==> src/rtl/lte_ul_tdl_test_gen.sv <==
// Uplink TDL test-data generator: replaces antenna-TDM IQ with gated test patterns.
// Define UL_TDL_PRBS_EN to enable the PRBS15 source on src 3 (otherwise src 3 passes i_data).
module lte_ul_tdl_test_gen #(
  parameter int ANT_NUM = 8,
  parameter int IQ_W    = 16,
  parameter int CYC_NUM = 192,
  parameter int SGN_NUM = 200,
  localparam int AW = (ANT_NUM > 1) ? $clog2(ANT_NUM) : 1,
  localparam int CW = $clog2(CYC_NUM),
  localparam int DW = 2 * IQ_W
) (
  input  logic               clk_245,
  input  logic               asy_rst_n,
  input  logic               i_fram_hd,
  input  logic               i_ant_sel,
  input  logic [DW-1:0]      i_data,
  input  logic               i_ac_flag,
  input  logic [2:0]         i_src_sel,
  input  logic [IQ_W-1:0]    i_const_i,
  input  logic [IQ_W-1:0]    i_const_q,
  input  logic [15:0]        i_win_start,
  input  logic [15:0]        i_win_end,
  input  logic               i_ac_gate_en,
  input  logic [ANT_NUM-1:0] i_ant_mask,
  input  logic [1:0]         i_bw_sel,
  output logic               o_fram_hd,
  output logic               o_ant_sel,
  output logic [AW-1:0]      o_ant_idx,
  output logic [DW-1:0]      o_data,
  output logic               o_data_valid,
  output logic               o_frm_err
);

  function automatic logic [IQ_W-1:0] fit_iq(input logic [31:0] v);
    return IQ_W'(v);
  endfunction

`ifdef UL_TDL_PRBS_EN
  function automatic logic [14:0] prbs_step(input logic [14:0] s);
    return {s[13:0], s[14] ^ s[13]};
  endfunction
`endif

  logic               hd_p0_q, hd_p0_d, ant_sel_p0_q, ant_sel_p0_d, ac_p0_q, ac_p0_d, vld_p0_q, vld_p0_d;
  logic [DW-1:0]      data_p0_q, data_p0_d;
  logic [2:0]         src_p0_q, src_p0_d;
  logic [IQ_W-1:0]    const_i_p0_q, const_i_p0_d, const_q_p0_q, const_q_p0_d;
  logic [15:0]        win_start_p0_q, win_start_p0_d, win_end_p0_q, win_end_p0_d;
  logic               ac_gate_p0_q, ac_gate_p0_d;
  logic [ANT_NUM-1:0] mask_p0_q, mask_p0_d;
  logic [1:0]         bw_p0_q, bw_p0_d;

  logic [2:0]         src_q, src_d;
  logic [IQ_W-1:0]    const_i_q, const_i_d, const_q_q, const_q_d;
  logic [15:0]        win_start_q, win_start_d, win_end_q, win_end_d;
  logic               ac_gate_q, ac_gate_d;
  logic [ANT_NUM-1:0] mask_q, mask_d;
  logic [1:0]         bw_q, bw_d;

  logic [CW-1:0]      cycle_q, cycle_d;
  logic [4:0]         chip_q, chip_d;
  logic [7:0]         sgn_q, sgn_d;
  logic [AW-1:0]      slot_q, slot_d;
  logic               first_q, first_d;
  logic               cyc_wrap, chip_wrap, frm_end;

  logic               hd_p1_q, hd_p1_d, ant_sel_p1_q, ant_sel_p1_d, ac_p1_q, ac_p1_d;
  logic               vld_p1_q, vld_p1_d, err_p1_q, err_p1_d;
  logic [DW-1:0]      data_p1_q, data_p1_d;

  logic               fram_hd_q, fram_hd_d, ant_sel_q, ant_sel_d, vld_q, vld_d, frm_err_q, frm_err_d;
  logic [AW-1:0]      ant_idx_q, ant_idx_d;
  logic [DW-1:0]      data_q, data_d;

  logic [12:0]        chip_num;
  logic               in_win, gate, bw_vld;
  logic [IQ_W-1:0]    pat_i, pat_q;

`ifdef UL_TDL_PRBS_EN
  logic [14:0]        lfsr_q, lfsr_d;

  always_comb begin
    lfsr_d = hd_p0_q ? 15'h7FFF : prbs_step(lfsr_q);
  end

  always_ff @(posedge clk_245 or negedge asy_rst_n) begin
    if (!asy_rst_n) lfsr_q <= 15'h7FFF;
    else            lfsr_q <= lfsr_d;
  end
`endif

  // Stage p0: capture input sample and the configuration presented alongside it
  always_comb begin
    hd_p0_d        = i_fram_hd & i_ant_sel;
    ant_sel_p0_d   = i_ant_sel;
    ac_p0_d        = i_ac_flag;
    vld_p0_d       = 1'b1;
    data_p0_d      = i_data;
    src_p0_d       = i_src_sel;
    const_i_p0_d   = i_const_i;
    const_q_p0_d   = i_const_q;
    win_start_p0_d = i_win_start;
    win_end_p0_d   = i_win_end;
    ac_gate_p0_d   = i_ac_gate_en;
    mask_p0_d      = i_ant_mask;
    bw_p0_d        = i_bw_sel;
  end

  // Stage p1: shadow load, counters and frame cadence check
  always_comb begin
    src_d       = src_q;
    const_i_d   = const_i_q;
    const_q_d   = const_q_q;
    win_start_d = win_start_q;
    win_end_d   = win_end_q;
    ac_gate_d   = ac_gate_q;
    mask_d      = mask_q;
    bw_d        = bw_q;
    if (hd_p0_q) begin
      src_d       = src_p0_q;
      const_i_d   = const_i_p0_q;
      const_q_d   = const_q_p0_q;
      win_start_d = win_start_p0_q;
      win_end_d   = win_end_p0_q;
      ac_gate_d   = ac_gate_p0_q;
      mask_d      = mask_p0_q;
      bw_d        = bw_p0_q;
    end
  end

  always_comb begin
    cyc_wrap  = (cycle_q == CW'(CYC_NUM - 1));
    chip_wrap = cyc_wrap && (chip_q == 5'd31);
    frm_end   = chip_wrap && (sgn_q == 8'(SGN_NUM - 1));
    cycle_d   = cyc_wrap ? '0 : cycle_q + 1'b1;
    chip_d    = cyc_wrap ? chip_q + 1'b1 : chip_q;
    sgn_d     = sgn_q;
    if (chip_wrap) sgn_d = (sgn_q == 8'(SGN_NUM - 1)) ? '0 : sgn_q + 1'b1;
    slot_d    = (ant_sel_p0_q || (slot_q == AW'(ANT_NUM - 1))) ? '0 : slot_q + 1'b1;
    first_d   = first_q;
    err_p1_d  = 1'b0;
    // A header exactly on the natural frame wrap is in cadence
    if (hd_p0_q) begin
      cycle_d  = '0;
      chip_d   = '0;
      sgn_d    = '0;
      slot_d   = '0;
      first_d  = 1'b0;
      err_p1_d = ~first_q & ~frm_end;
    end
    hd_p1_d      = hd_p0_q;
    ant_sel_p1_d = ant_sel_p0_q;
    ac_p1_d      = ac_p0_q;
    vld_p1_d     = vld_p0_q;
    data_p1_d    = data_p0_q;
  end

  // Output stage: pattern selection, gating and bandwidth valid
  always_comb begin
    chip_num = {sgn_q, chip_q};
    in_win   = ({3'b000, chip_num} >= win_start_q) && ({3'b000, chip_num} <= win_end_q);
    gate     = vld_p1_q && in_win && mask_q[slot_q] && (ac_p1_q || !ac_gate_q);
    pat_i    = data_p1_q[DW-1:IQ_W];
    pat_q    = data_p1_q[IQ_W-1:0];
    case (src_q)
      3'd1: begin
        pat_i = const_i_q;
        pat_q = const_q_q;
      end
      3'd2: begin
        pat_i = fit_iq(32'(chip_num));
        pat_q = fit_iq(32'({slot_q, cycle_q}));
      end
`ifdef UL_TDL_PRBS_EN
      3'd3: begin
        pat_i = fit_iq(32'(lfsr_q));
        pat_q = ~fit_iq(32'(lfsr_q));
      end
`endif
      3'd4: begin
        pat_i = fit_iq(32'(slot_q));
        pat_q = ~fit_iq(32'(slot_q));
      end
      default: ;
    endcase
    case (bw_q)
      2'd3:    bw_vld = 1'b1;
      2'd0:    bw_vld = (cycle_q[4:3] == 2'b00);
      default: bw_vld = ~cycle_q[3];
    endcase
    data_d    = gate ? {pat_i, pat_q} : '0;
    vld_d     = vld_p1_q & bw_vld;
    fram_hd_d = hd_p1_q;
    ant_sel_d = ant_sel_p1_q;
    ant_idx_d = vld_p1_q ? slot_q : '0;
    frm_err_d = err_p1_q;
  end

  always_ff @(posedge clk_245 or negedge asy_rst_n) begin
    if (!asy_rst_n) begin
      hd_p0_q        <= 1'b0;
      ant_sel_p0_q   <= 1'b0;
      ac_p0_q        <= 1'b0;
      vld_p0_q       <= 1'b0;
      data_p0_q      <= '0;
      src_p0_q       <= '0;
      const_i_p0_q   <= '0;
      const_q_p0_q   <= '0;
      win_start_p0_q <= '0;
      win_end_p0_q   <= '0;
      ac_gate_p0_q   <= 1'b0;
      mask_p0_q      <= '0;
      bw_p0_q        <= '0;
      src_q          <= '0;
      const_i_q      <= '0;
      const_q_q      <= '0;
      win_start_q    <= '0;
      win_end_q      <= 16'hFFFF;
      ac_gate_q      <= 1'b0;
      mask_q         <= '1;
      bw_q           <= 2'd3;
      cycle_q        <= '0;
      chip_q         <= '0;
      sgn_q          <= '0;
      slot_q         <= '0;
      first_q        <= 1'b1;
      hd_p1_q        <= 1'b0;
      ant_sel_p1_q   <= 1'b0;
      ac_p1_q        <= 1'b0;
      vld_p1_q       <= 1'b0;
      err_p1_q       <= 1'b0;
      data_p1_q      <= '0;
      fram_hd_q      <= 1'b0;
      ant_sel_q      <= 1'b0;
      vld_q          <= 1'b0;
      frm_err_q      <= 1'b0;
      ant_idx_q      <= '0;
      data_q         <= '0;
    end else begin
      hd_p0_q        <= hd_p0_d;
      ant_sel_p0_q   <= ant_sel_p0_d;
      ac_p0_q        <= ac_p0_d;
      vld_p0_q       <= vld_p0_d;
      data_p0_q      <= data_p0_d;
      src_p0_q       <= src_p0_d;
      const_i_p0_q   <= const_i_p0_d;
      const_q_p0_q   <= const_q_p0_d;
      win_start_p0_q <= win_start_p0_d;
      win_end_p0_q   <= win_end_p0_d;
      ac_gate_p0_q   <= ac_gate_p0_d;
      mask_p0_q      <= mask_p0_d;
      bw_p0_q        <= bw_p0_d;
      src_q          <= src_d;
      const_i_q      <= const_i_d;
      const_q_q      <= const_q_d;
      win_start_q    <= win_start_d;
      win_end_q      <= win_end_d;
      ac_gate_q      <= ac_gate_d;
      mask_q         <= mask_d;
      bw_q           <= bw_d;
      cycle_q        <= cycle_d;
      chip_q         <= chip_d;
      sgn_q          <= sgn_d;
      slot_q         <= slot_d;
      first_q        <= first_d;
      hd_p1_q        <= hd_p1_d;
      ant_sel_p1_q   <= ant_sel_p1_d;
      ac_p1_q        <= ac_p1_d;
      vld_p1_q       <= vld_p1_d;
      err_p1_q       <= err_p1_d;
      data_p1_q      <= data_p1_d;
      fram_hd_q      <= fram_hd_d;
      ant_sel_q      <= ant_sel_d;
      vld_q          <= vld_d;
      frm_err_q      <= frm_err_d;
      ant_idx_q      <= ant_idx_d;
      data_q         <= data_d;
    end
  end

  assign o_fram_hd    = fram_hd_q;
  assign o_ant_sel    = ant_sel_q;
  assign o_ant_idx    = ant_idx_q;
  assign o_data       = data_q;
  assign o_data_valid = vld_q;
  assign o_frm_err    = frm_err_q;

endmodule
==> config.mk <==
export PLATFORM = sky130hd
export DESIGN_NAME = lte_ul_tdl_test_gen
export DESIGN_NICKNAME = d
export VERILOG_FILES = /design/src/rtl/lte_ul_tdl_test_gen.sv
export SDC_FILE = /design/constraint.sdc
export NUM_CORES = 1
export LEC_CHECK = 0
export ABC_AREA = 1
export BUFFER_PORTS_ARGS = -buffer_cell sky130_fd_sc_hd__buf_4
export CORE_ASPECT_RATIO = 0.75
export CORE_MARGIN = 5
export CORE_UTILIZATION = 45
export DETAILED_ROUTE_END_ITERATION = 16
export GPL_TIMING_DRIVEN = 0
export PLACE_DENSITY_LB_ADDON = 0.15
export RECOVER_POWER = 25
export SETUP_SLACK_MARGIN = 0.2
export SLEW_MARGIN = 30
export SYNTH_ARGS = -nofsm -noshare
export SYNTH_HDL_FRONTEND = slang
export SYNTH_SLANG_ARGS = --single-unit
==> constraint.sdc <==
create_clock -name clk_245 -period 5.15 [get_ports clk_245]
set_input_delay 1.03 -clock clk_245 [delete_from_list [all_inputs] [get_ports clk_245]]
set_output_delay 1.03 -clock clk_245 [all_outputs]
set_load 0.05 [all_outputs]
==> flow_metrics.py <==
metrics = {
    "clocking": {
        "cts_buffers": 28,
        "cts_buffer_depth": 3,
        "post_cts_buffers": 0,
        "insertion_delay_ns": 0.54,
        "h-tree-depth": 1,
        "clkSinkCount": 293,
        "cts-root-buf": "clkbuf_16",
        "cts_tree": "yes",
        "cts_hold_buf": 0,
        "ctsResizeCount": 0,
        "path_clk_slew_ns": 0.07,
    },
    "route": {
        "drc_errors": 0,
        "vias": 6898,
        "initialDrtViolationCount": 330,
        "drt-total-wl_um": 23400,
        "ant_nets": 0,
        "firstDrtPassIters": 5,
        "wl_per_cell_um": 16.3,
        "vias_per_cell": 4.80,
    },
    "power_and_ir_drop": {
        "leakage_nw": 6.38,
        "power_density_nw_per_um2": 381,
        "finalPower_mw": 4.99,
        "vdd_drop_max_mv": 0.251,
    },
    "logic_synthesis": {
        "ys_types": 42,
        "ys_seq_area_share_pct": 69.2,
        "ys.warnings.count": 0,
        "syn_nets": 1079,
        "yosysTopAreaCell": "dfrtp_1",
        "yosys.area.top_type_share_pct": 62.6,
        "ys_top_cells_by_area": "dfrtp_1, dfstp_2, nand2_1",
        "synth_cells": 930,
        "syn_area_sq_um": 10600,
        "avgSynthCellArea_sq_um": 11.4,
        "ys_seq_elements": 293,
    },
    "die": {
        "rows": 48,
        "ios": 154,
        "die_y_um": 143,
        "core_area_sq_um": 23100,
        "initial_core_util_pct": 46.0,
        "die_w_um": 188,
        "die_area_sq_um": 26800,
    },
    "final_layout": {
        "final_common_cell": "dfrtp_1",
        "final_util_pct": 56.7,
        "nets": 1265,
        "layout_common_cells": "dfrtp_1, nand2_1, inv_1, clkbuf_4, o21ai_0",
        "n_antenna_cell": 0,
        "final-seq-area_sq_um": 7370,
        "fillers": 2043,
        "drive_gt1_share_pct": 24.6,
        "syn2layout_area_growth_pct": 23.1,
        "multi_input_area_sq_um": 2630,
    },
    "timing": {
        "fin_skew_ns": 0.0214,
        "setup_violations": 0,
        "period_share_pct": 42.4,
        "period_minus_slack_ns": 2.18,
        "relSlewSlack_pct": 52.5,
        "rsz0062_at_grt": "false",
        "hold_viol": 0,
        "worst_pin_slew_ns": 0.712,
        "timing.setup.tns_ns": 0,
        "fmax_mhz": 458,
        "final_max_slew_viol_count": 0,
    },
    "critical_path": {
        "endpoint_kind": "primary output",
        "crit_arrival_ns": 1.15,
        "r2r_cells": 8,
        "crit_cells": 1,
        "critical_path.startpoint": "o_data[31]",
        "r2r_start": "slot_q[0]",
        "critPathMaxStageDelay_ns": 0.41,
        "cp-start-kind": "flip-flop",
        "cp.required_ns": 4.12,
        "cp_max_fo": 1,
        "path_buf_inv": 1,
        "reg2reg_to": "o_data[30]",
        "r2r_setup_slack_ns": 2.99,
        "crit_chain": "buf_4",
        "worst-setup-path-type": "flip-flop to primary output",
        "critical_path.top_delay_family": "flip-flops",
        "critPathCapture": "o_data[31]",
        "crit_slowest_cell": "dfrtp_1",
    },
    "global_routing": {
        "antenna_found_initial": 1,
        "grt_usage_pct": 17.7,
        "grt_pass1_vias": 7031,
        "overflow": 0,
        "grt_pass1_wl_um": 37800,
        "grt_max_degree": 85,
    },
    "placed_design": {
        "place_congestion": 0.853,
        "place_hpwl_um": 16400,
        "port_buffers": 153,
    },
    "status": {
        "outcome": "finished, final reports clean",
    },
    "run": {
        "max-cap-violations": 0,
    },
    "hold_path": {
        "hp-class": "flip-flop to flip-flop",
    },
}
-- stage by stage --
step / worst slack (ns) / std cells / hold WS [ns] / instance area [sq um]
floorplan: 3.45 / 930 / 0.331 / 10600
global placement: 0.502 / 1383 / 0.332 / 12200
detailed placement: 2.90 / 1386 / 0.335 / 12300
CTS: 2.95 / 1436 / 0.347 / 13100
global route: 2.83 / 1436 / 0.350 / 13100
finish: 2.97 / 1436 / 0.344 / 13100
-- registers in the layout, indices dropped and copies added, names as in the netlist, 3 cells and up --
| name | cells |
|---|---|
| const_i_p0_q | 16 |
| mask_q | 8 |
| o_ant_idx | 3 |
| cycle_q | 8 |
| src_q | 3 |
| const_q_p0_q | 16 |
| o_data | 32 |
| const_q_q | 16 |
| mask_p0_q | 8 |
| data_p0_q | 32 |
| src_p0_q | 3 |
| win_end_p0_q | 16 |
| win_start_q | 16 |
| win_end_q | 16 |
| win_start_p0_q | 16 |
| const_i_q | 16 |
| chip_q | 5 |
| slot_q | 3 |
| data_p1_q | 32 |
| sgn_q | 8 |
-- power breakdown --
group / switching [mW] / internal, mW
Clock: 0.833 / 1.15
Combinational: 0.307 / 0.174
Sequential: 0.0596 / 2.47
Total: 1.20 / 3.79
-- worst min path at each step --
stage                                to  cells past startpoint          start  slack (ns)
after CTS                 data_p1_q[23]                      0  data_p0_q[23]        0.35
after detailed placement  data_p1_q[14]                      0  data_p0_q[14]        0.33
after floorplan                 ac_p1_q                      0        ac_p0_q        0.33
after global routing          o_frm_err                      0       err_p1_q        0.35
after global placement        o_fram_hd                      0      fram_hd_d        0.33
final                     data_p1_q[23]                      0  data_p0_q[23]        0.34
-- layer usage --
metal,wire [um],up-vias,global-route usage (%)
li1,-,3346,-
met1,11700,3347,27.8
met2,9870,176,25.6
met3,1510,27,4.03
met4,339,2,3.13
met5,7,-,0
-- cell type report --
| cell class | count | area share (%) |
|---|---|---|
| sequential | 293 | 56.2 |
| multi-input combinational | 478 | 20.0 |
| timing repair buffer | 156 | 9.20 |
| clock buffer | 39 | 5.89 |
| inverter | 127 | 3.65 |
| tap | 300 | 2.87 |
| buffer | 32 | 1.23 |
| clock inverter | 11 | 0.898 |
-- cells in the mapped netlist, drive strengths merged --
| cell | count |
|---|---|
| a211oi | 2 |
| a21o | 1 |
| a21oi | 39 |
| a311oi | 1 |
| a31oi | 1 |
| buf | 20 |
| clkbuf | 12 |
| clkinv | 2 |
| conb | 1 |
| dfrtp | 266 |
| dfstp | 27 |
| ha | 34 |
| inv | 125 |
| nand2 | 175 |
| nand3 | 20 |
| nand4 | 4 |
| nor2 | 64 |
| nor3 | 7 |
| nor3b | 1 |
| nor4 | 1 |
| o21a | 1 |
| o21ai | 96 |
| o21bai | 1 |
| o221ai | 24 |
| o22ai | 1 |
| or3 | 1 |
| xnor2 | 1 |
| xor2 | 2 |
-- cells by family (layout without fill, tap and decap cells) --
family | Yosys count | in the layout | synth area share (%)
flip-flops | 293 | 293 | 69.2
XOR/XNOR | 3 | 3 | 0.247
AO/OA/AOI/OAI | 167 | 167 | 8.95
other | 1 | 1 | 0.0352
AND/OR/NAND/NOR | 273 | 273 | 11.5
buffers and inverters | 159 | 365 | 6.08
adder cells (fa/ha/maj) | 34 | 34 | 4.00
Note: power is estimated with default switching activity, not from simulation.
